$ cat src/rtl/traffic_pkg.sv
// Shared types and default timing for the traffic phase scheduler.
package traffic_pkg;

    localparam int DEF_GREEN_MIN = 8;
    localparam int DEF_GREEN_MAX = 16;
    localparam int DEF_YELLOW_T  = 3;
    localparam int DEF_ALLRED_T  = 1;
    localparam int DEF_WALK_T    = 5;
    localparam int DEF_CNT_W     = 5;

    typedef enum logic [2:0] {
        ST_MG   = 3'd0,
        ST_MY   = 3'd1,
        ST_AR1  = 3'd2,
        ST_WALK = 3'd3,
        ST_SG   = 3'd4,
        ST_SY   = 3'd5,
        ST_AR2  = 3'd6
    } state_e;

    typedef struct packed {
        logic r1;
        logic y1;
        logic g1;
        logic r2;
        logic y2;
        logic g2;
        logic walk;
    } lamps_t;

    // Lamp pattern for each phase; unused encodings fall back to the
    // main-green pattern so a road never goes dark.
    function automatic lamps_t decode_lamps(state_e s);
        lamps_t l;
        l = '0;
        case (s)
            ST_MG:   begin l.g1 = 1'b1; l.r2 = 1'b1; end
            ST_MY:   begin l.y1 = 1'b1; l.r2 = 1'b1; end
            ST_AR1,
            ST_AR2:  begin l.r1 = 1'b1; l.r2 = 1'b1; end
            ST_WALK: begin l.r1 = 1'b1; l.r2 = 1'b1; l.walk = 1'b1; end
            ST_SG:   begin l.r1 = 1'b1; l.g2 = 1'b1; end
            ST_SY:   begin l.r1 = 1'b1; l.y2 = 1'b1; end
            default: begin l.g1 = 1'b1; l.r2 = 1'b1; end
        endcase
        return l;
    endfunction

endpackage

$ cat src/rtl/phase_timer.sv
// In-phase dwell counter: clears on phase change, holds at a saturation
// limit, flags when it equals the current phase's terminal value.
module phase_timer #(
    parameter int CNT_W = 5
) (
    input  logic             clk,
    input  logic             rst,
    input  logic             clr_i,
    input  logic [CNT_W-1:0] sat_lim_i,
    input  logic [CNT_W-1:0] term_val_i,
    output logic [CNT_W-1:0] cnt_o,
    output logic             term_o
);

    logic [CNT_W-1:0] cnt_q;

    // Count up each cycle, restart on clear, stop at the saturation limit.
    always_ff @(posedge clk) begin
        if (rst || clr_i) begin
            cnt_q <= '0;
        end else if (cnt_q != sat_lim_i) begin
            cnt_q <= cnt_q + 1'b1;
        end
    end

    assign cnt_o  = cnt_q;
    assign term_o = (cnt_q == term_val_i);

endmodule

$ cat src/rtl/traffic_phase_scheduler.sv
// Two-road intersection controller with pedestrian walk phase.
// Main road rests in green; side-road demand or a pending pedestrian
// request pulls it through yellow / all-red into the served phase.
module traffic_phase_scheduler
    import traffic_pkg::*;
#(
    parameter int GREEN_MIN = DEF_GREEN_MIN,
    parameter int GREEN_MAX = DEF_GREEN_MAX,
    parameter int YELLOW_T  = DEF_YELLOW_T,
    parameter int ALLRED_T  = DEF_ALLRED_T,
    parameter int WALK_T    = DEF_WALK_T,
    parameter int CNT_W     = DEF_CNT_W
) (
    input  logic clk,
    input  logic rst,
    input  logic m,
    input  logic ped_req,
    output logic r1,
    output logic y1,
    output logic g1,
    output logic r2,
    output logic y2,
    output logic g2,
    output logic walk,
    output logic ped_pending
);

    localparam logic [CNT_W-1:0] GMIN_M1 = CNT_W'(GREEN_MIN - 1);
    localparam logic [CNT_W-1:0] GMAX_M1 = CNT_W'(GREEN_MAX - 1);
    localparam logic [CNT_W-1:0] YEL_M1  = CNT_W'(YELLOW_T - 1);
    localparam logic [CNT_W-1:0] AR_M1   = CNT_W'(ALLRED_T - 1);
    localparam logic [CNT_W-1:0] WALK_M1 = CNT_W'(WALK_T - 1);

    state_e           state_q, state_d;
    lamps_t           lamps_q;
    logic             ped_q;
    logic [CNT_W-1:0] cnt;
    logic [CNT_W-1:0] term_val;
    logic [CNT_W-1:0] sat_lim;
    logic             term;
    logic             chg;
    logic             enter_walk;

    // Terminal value and saturation limit for the phase currently held.
    always_comb begin
        term_val = GMIN_M1;
        sat_lim  = '1;
        case (state_q)
            ST_MG:         begin term_val = GMIN_M1; sat_lim = GMIN_M1; end
            ST_MY, ST_SY:  term_val = YEL_M1;
            ST_AR1, ST_AR2: term_val = AR_M1;
            ST_WALK:       term_val = WALK_M1;
            ST_SG:         term_val = GMAX_M1;
            default:       term_val = GMIN_M1;
        endcase
    end

    phase_timer #(.CNT_W(CNT_W)) u_timer (
        .clk        (clk),
        .rst        (rst),
        .clr_i      (chg),
        .sat_lim_i  (sat_lim),
        .term_val_i (term_val),
        .cnt_o      (cnt),
        .term_o     (term)
    );

    // Phase sequencing; m is sampled live at each exit check, never latched.
    always_comb begin
        state_d = state_q;
        case (state_q)
            ST_MG:   if (term && (m || ped_q)) state_d = ST_MY;
            ST_MY:   if (term) state_d = ST_AR1;
            ST_AR1:  if (term) state_d = ped_q ? ST_WALK : ST_SG;
            ST_WALK: if (term) state_d = m ? ST_SG : ST_AR2;
            ST_SG:   if (term || (cnt >= GMIN_M1 && !m)) state_d = ST_SY;
            ST_SY:   if (term) state_d = ST_AR2;
            ST_AR2:  if (term) state_d = ST_MG;
            default: state_d = ST_MG;
        endcase
    end

    assign chg        = (state_d != state_q);
    assign enter_walk = (state_d == ST_WALK) && (state_q != ST_WALK);

    // State, registered lamp decode and pedestrian latch (new request beats clear).
    always_ff @(posedge clk) begin
        if (rst) begin
            state_q <= ST_MG;
            lamps_q <= decode_lamps(ST_MG);
            ped_q   <= 1'b0;
        end else begin
            state_q <= state_d;
            lamps_q <= decode_lamps(state_d);
            ped_q   <= ped_req | (ped_q & ~enter_walk);
        end
    end

    assign r1          = lamps_q.r1;
    assign y1          = lamps_q.y1;
    assign g1          = lamps_q.g1;
    assign r2          = lamps_q.r2;
    assign y2          = lamps_q.y2;
    assign g2          = lamps_q.g2;
    assign walk        = lamps_q.walk;
    assign ped_pending = ped_q;

endmodule

$ cat config.mk
export PLATFORM = sky130hd
export DESIGN_NAME = traffic_phase_scheduler
export DESIGN_NICKNAME = d
export VERILOG_FILES = /design/src/rtl/traffic_pkg.sv /design/src/rtl/phase_timer.sv /design/src/rtl/traffic_phase_scheduler.sv
export SDC_FILE = /design/constraint.sdc
export NUM_CORES = 1
export LEC_CHECK = 0
export ABC_AREA = 1
export BUFFER_PORTS_ARGS = -buffer_cell sky130_fd_sc_hd__buf_2
export CAP_MARGIN = 15
export CORE_MARGIN = 3
export CORE_UTILIZATION = 60
export DETAILED_ROUTE_END_ITERATION = 7
export PLACE_DENSITY = 0.82
export SLEW_MARGIN = 20
export SYNTH_ARGS = -nofsm -noshare
export SYNTH_HDL_FRONTEND = slang
export SYNTH_SLANG_ARGS = --single-unit
$ cat constraint.sdc
create_clock -name clk -period 3.7 [get_ports clk]
set_clock_uncertainty 0.15 [all_clocks]
set_input_delay 0.185 -clock clk [delete_from_list [all_inputs] [get_ports clk]]
set_output_delay 0.185 -clock clk [all_outputs]
set_load 0.05 [all_outputs]
; ---- After elaboration in Yosys (flattened, before gate mapping)
; Cells that the tools add are included.
; W data, S select, Z words.
[op_classes]
add_sub_neg = 1
magnitude_cmp = 1
eq_ne = 16
n_mux = 19
n_bitwise = 3
n_reduce_logical = 13
[op_table]
columns = cell, n
row1 = $mux W3, 8
row2 = $pmux W3 S7, 1
row3 = $eq A3 B3 Y1 const B, 6
row4 = $pmux W4 S4, 1
row5 = $eq A3 B2 Y1 const B, 4
row6 = $mux W1, 7
row7 = $eq A3 B1 Y1 const B, 2
row8 = $reduce_or A2 Y1, 3
row9 = $reduce_or A6 Y1, 1
row10 = $add A5 B1 Y5 const B, 1
row11 = $eq A5 B4 Y1, 1
row12 = $ge A5 B3 Y1 const B, 1
row13 = $mux W5, 1
row14 = $ne A5 B5 Y1, 1
row15 = $reduce_or A5 Y1, 1
row16 = $logic_and A1 B1 Y1, 3
row17 = $logic_not A3 Y1, 1
row18 = $logic_or A1 B1 Y1, 3
row19 = $ne A3 B2 Y1 const B, 1
row20 = $ne A3 B3 Y1, 1
row21 = $mux W2, 1
row22 = $and A1 B1 Y1, 1
row23 = $logic_not A1 Y1, 1
row24 = $not A1 Y1, 1
row25 = $or A1 B1 Y1, 1
[word_totals]
reg_bits = 16
in_bits = 4
out_inout_bits = 8
word_cells = 63

; ---- Longest topological paths before layout
[logic_depth]
depth_word = 12
ltp_mapped = 16
depth_no_buf = 15

; ---- Modules after synthesis
; A second synthesis with hierarchy kept.
[hier_totals]
hier_cells = 166
hier_area_um2 = 1083.5
[by_module_without_submodules]
columns = mod, instances, cells_per_inst, area_per_inst_um2, seq_area_each_um2
row1 = traffic_phase_scheduler, 1, 98, 641.9, 220.2
row2 = phase_timer, 1, 68, 441.7, 100.1

; ---- Least setup slack after synthesis
; OpenSTA, ideal clock, no wires.
[synth_path]
path_type = register to register
startpoint = register state_q[1]
endpoint = register lamps_q, in the netlist r1
setup_ns = 0.058
t_arrival_ns = 1.930
required_ns = 3.492
setup_slack_ns = 1.561
stages_incl_launch_ff = 15
path_buffers = 1
period_less_slack_ns = 2.139
path_cell_list = dfxtp_1 -> buf_6 -> nor2_2 -> nand2_2 -> nand2_2 -> nand2_1 -> nor2_2 -> nand3_2 -> nand3_2 -> a21boi_2 -> nor3_2 -> inv_2 -> ha_1 -> or2_2 -> nand2_1
[synth_via]
elab_chain_cells = 10
word_cells_on_any_way = 28
classes_between = 12 x eq/ne / 10 x mux / 6 x reduce/logical
[synth_rtl]
columns = element, line_no
row1 = from (decl), traffic_phase_scheduler.sv:34  ; state_e state_q, state_d;
row2 = from (signal assigned), traffic_phase_scheduler.sv:93  ; state_q <= state_d;
row3 = $eq A3 B3 Y1 (tied with other cells), "traffic_phase_scheduler.sv:48, traffic_phase_scheduler.sv:71"
row4 = $reduce_or A2 Y1, traffic_phase_scheduler.sv:48  ; case (state_q)
row5 = $pmux W4 S4, traffic_phase_scheduler.sv:48
row6 = $eq A5 B4 Y1, phase_timer.sv:27  ; assign term_o = (cnt_q == term_val_i);
row7 = $logic_or A1 B1 Y1 / $logic_and A1 B1 Y1 (equally long branches), "traffic_phase_scheduler.sv:76, traffic_phase_scheduler.sv:72"
row8 = $mux W3 (on tied branches), "traffic_phase_scheduler.sv:76, traffic_phase_scheduler.sv:72"
row9 = $pmux W3 S7 (*), traffic_phase_scheduler.sv:71  ; case (state_q)
row10 = via state_d[2], traffic_phase_scheduler.sv:34
row11 = $eq A3 B2 Y1 / $eq A3 B3 Y1 (equally long branches), traffic_pkg.sv:36  ; case (s)
row12 = $reduce_or A5 Y1 (no line) (*), n/a
row13 = $mux W1 (*), traffic_pkg.sv:36
row14 = to (signal assigned), traffic_phase_scheduler.sv:90  ; lamps_q <= decode_lamps(ST_MG);
row15 = to (signal assigned), traffic_phase_scheduler.sv:94  ; lamps_q <= decode_lamps(state_d);
row16 = to (decl), traffic_phase_scheduler.sv:35  ; lamps_t lamps_q;
; The timed path passes the listed nets; every way through them passes the cells marked *.
; A chain may end at the register's enable or synchronous reset.

; ---- Final worst setup path
; Ends and elaborated chain as after synthesis.

==> impl_metrics.env <==
export IMPL_worst_endpoint_required_ns=3.77
export IMPL_diodes_inserted=0
export IMPL_synth_lib_cells_used_distinct=27
export IMPL_post_cts_buffers=0
export IMPL_final_net_count=166
export IMPL_overflow_left_after_global_routing=0
export IMPL_cellLeakagePower_uw=0.000593
export IMPL_multi_input_comb_area_um2=593
export IMPL_synth_compound_area_share_pct=6.13
export IMPL_synth_yosys_seq_area_share_pct=31.4
export IMPL_clk_pin_slew_ns=0.08
export IMPL_detailedRoute_firstPassIterationCount=4
export IMPL_setup_viol=0
export IMPL_layout_min_cycle_time_ns=2.53
export IMPL_core_area_um2=1560
export IMPL_first_global_vias=787
export IMPL_avg_wl_per_cell_um=11.8
export IMPL_post_cts_resized_instances=0
export IMPL_starting_density_of_the_core_pct=65.5
export IMPL_die_w_um=47.3
export IMPL_synth_warning_count=0
export IMPL_post_route_drc_count=0
export IMPL_timing_hold_worst_class="input pin to flop"
export IMPL_dp_final_hpwl_um=1670
export IMPL_muxShareOfSynthArea_pct=0.980
export IMPL_synth_simple_gate_area_share_pct=46.8
export IMPL_worstReg2RegEnd="r1"
export IMPL_start_kind="flop"
export IMPL_holdPathStages=2
export IMPL_critical_path_arrival_ns=2.60
export IMPL_timing_critical_path_mode_cell="sky130_fd_sc_hd__nand2_2"
export IMPL_critical_path_cell_count=14
export IMPL_number_of_flip_flops_under_the_largest_register_name=5
export IMPL_drt_vias_per_instance=5.28
export IMPL_rr_worst_depth=14
export IMPL_ctsRootBufferMaster="sky130_fd_sc_hd__clkbuf_4"
export IMPL_drive_above_1_share_pct=31.0
export IMPL_totalWireLength_um=2050
export IMPL_routed_via_count=918
export IMPL_synth_seq_cells=16
export IMPL_reg2reg_slack_ns=1.17
export IMPL_cpLargestDelayFamily="simple AND/OR/NAND/NOR gates"
export IMPL_stage_delay_of_the_slowest_cell_on_the_critical_path_ns=0.60
export IMPL_insertion_delay_ns=0.27
export IMPL_xor_and_xnor_area_share_after_synthesis_pct=1.72
export IMPL_min_period_over_period_pct=68.3
export IMPL_clockBufferDepth=2
export IMPL_synth_fa_ha_area_share_pct=2.45
export IMPL_grt_antenna_before_repair=0
export IMPL_post_place_ws_ns=1.24
export IMPL_remaining_antenna_violation_count_after_routing=0
export IMPL_post_synth_cell_area_avg_um2=6.99
export IMPL_worst_hold_startpoint="rst"
export IMPL_cts_hold_buffers=1
export IMPL_synth_top_family_by_area="simple AND/OR/NAND/NOR gates"
export IMPL_flow_area_growth_from_synthesis_pct=7.97
export IMPL_layout_filler_cells=135
export IMPL_rows=14
export IMPL_rr_startpoint="state_q[1]"
export IMPL_fp_dieH_um=47.3
export IMPL_io_buffer_count=11
export IMPL_numCtsBuffers=3
export IMPL_cts_max_level=1
export IMPL_tightestPinTransition_ns=0.438
export IMPL_run_status="completed"
export IMPL_timing_worst_setup_path_type="flop to flop"
export IMPL_io_pins=12
export IMPL_grt_pass1_wl_um=3330
export IMPL_drt_iter0_drc=21
export IMPL_grt_setup_unrepaired="false"
export IMPL_layout_setup_ws_ns=1.17
export IMPL_synth_fp_nets=152
export IMPL_slew_headroom_pct=70.8
export IMPL_die_area_um2=2230
export IMPL_final_hold_violation_count=0
export IMPL_finalNonFillerCells=174
export IMPL_crit_buf_inv=2
export IMPL_netlist_area_um2=1020
export IMPL_cts_tree="done"
export IMPL_max_cap_violations=0
export IMPL_fin_tns_setup_ns=0
export IMPL_track_usage_pct=20.8
export IMPL_max_clock_freq_ghz=0.396
export IMPL_instance_count_of_the_mapped_netlist=146
export IMPL_clock_sinks=16
export IMPL_cpMaxStageDelayCell="sky130_fd_sc_hd__dfxtp_1"
export IMPL_dp_cells=170
export IMPL_worst_path_max_fanout=8
export IMPL_power_density_nw_per_um2=267
export IMPL_grt_start_max_net_pins=11
export IMPL_routability_congestion_estimate=0.895
export IMPL_layout_area_seq_um2=320
export IMPL_max_vdd_ir_drop_uv=240
export IMPL_final_max_slew_viol_count=0
export IMPL_whs_endpoint="ped_pending"
export IMPL_fin_util_pct=70.7
export IMPL_cp_cell_sequence="inv_4 > nand2_2 > nand2_2 > nand2_2 > nand2_1 > nor2_2 > nand3_2 > nand3_2 > a21boi_2 > nor3_2 > inv_2 > ha_1 > or2_2 > nand2_1"
export IMPL_critPathCaptureType="flop"
==> Yosys cell counts (all sizes together) <==
master / count / area share (%)
ha: 2 / 2.5
a21oi: 4 / 2.0
a21boi: 1 / 1.1
inv: 21 / 8.0
o21bai: 1 / 0.74
mux2i: 1 / 0.98
nand4: 1 / 0.61
nand3: 18 / 11
or2: 1 / 0.61
a32oi: 1 / 0.86
dfxtp: 16 / 31
clkbuf: 1 / 0.37
buf: 2 / 2.2
nor3: 5 / 3.9
xor2: 2 / 1.7
nand2: 43 / 20
nor2: 23 / 11
o21ai: 3 / 1.5
==> stage by stage <==
| stage | power (µW) | hold WS [ns] | area (µm²) |
|---|---|---|---|
| after floorplan | 205 | 0.152 | 1020 |
| after global placement | 210 | 0.245 | 1070 |
| after detailed placement | 212 | 0.248 | 1070 |
| after CTS | 298 | 0.0275 | 1100 |
| after global routing | 309 | 0.0332 | 1100 |
| final | 294 | 0.0366 | 1100 |
==> cells in the final DEF, fill, tap and decap left out, types with 3 or more instances in the layout <==
| cell type | n |
|---|---|
| sky130_fd_sc_hd__a21oi_1 | 4 |
| sky130_fd_sc_hd__buf_2 | 11 |
| sky130_fd_sc_hd__clkbuf_4 | 3 |
| sky130_fd_sc_hd__dfxtp_1 | 16 |
| sky130_fd_sc_hd__inv_1 | 17 |
| sky130_fd_sc_hd__inv_2 | 3 |
| sky130_fd_sc_hd__nand2_1 | 29 |
| sky130_fd_sc_hd__nand2_2 | 13 |
| sky130_fd_sc_hd__nand3_1 | 13 |
| sky130_fd_sc_hd__nand3_2 | 5 |
| sky130_fd_sc_hd__nor2_1 | 16 |
| sky130_fd_sc_hd__nor2_2 | 6 |
| sky130_fd_sc_hd__nor3_2 | 3 |
==> power breakdown <==
group	leakage [µW]	switching (µW)	internal, µW
Sequential	0.000130	4.80	176
Clock	0.0000138	47.8	37.6
Combinational	0.000449	17.5	10.3
Total	0.000593	70.1	224
==> cell type report <==
type                    instances  share of cell area, %
repair buffers                 12                   5.90
multi-input cells             106                   53.8
inverters                      21                   7.38
flip-flops and latches         16                   29.1
clock buffers                   3                   2.04
well taps                      16                   1.82
==> worst max-delay path by stage <==
| stage | from | to |
|---|---|---|
| global route | state_q[1] | r1 |
| detailed placement | state_q[1] | r1 |
| CTS | state_q[1] | r1 |
| finish | state_q[1] | r1 |
| global placement | state_q[1] | r1 |
| floorplan | state_q[1] | r1 |
==> cells by family (layout without fill, tap and decap cells) <==
group / after synthesis / in the layout
adder cells (fa/ha/maj): 2 / 2
multiplexers: 1 / 1
XOR/XNOR: 2 / 2
AO/OA/AOI/OAI: 10 / 10
flip-flops: 16 / 16
buffers and inverters: 24 / 36
AND/OR/NAND/NOR: 91 / 91
==> layer usage <==
layer,share of wire (%),vias up,track usage (%)
met5,0,-,0
met3,5.2,2,1.53
met4,0.63,0,8.29
li1,-,486,-
met1,49,405,30.6
met2,45,25,31.0
No activity file was read; power rests on OpenSTA's default activity.
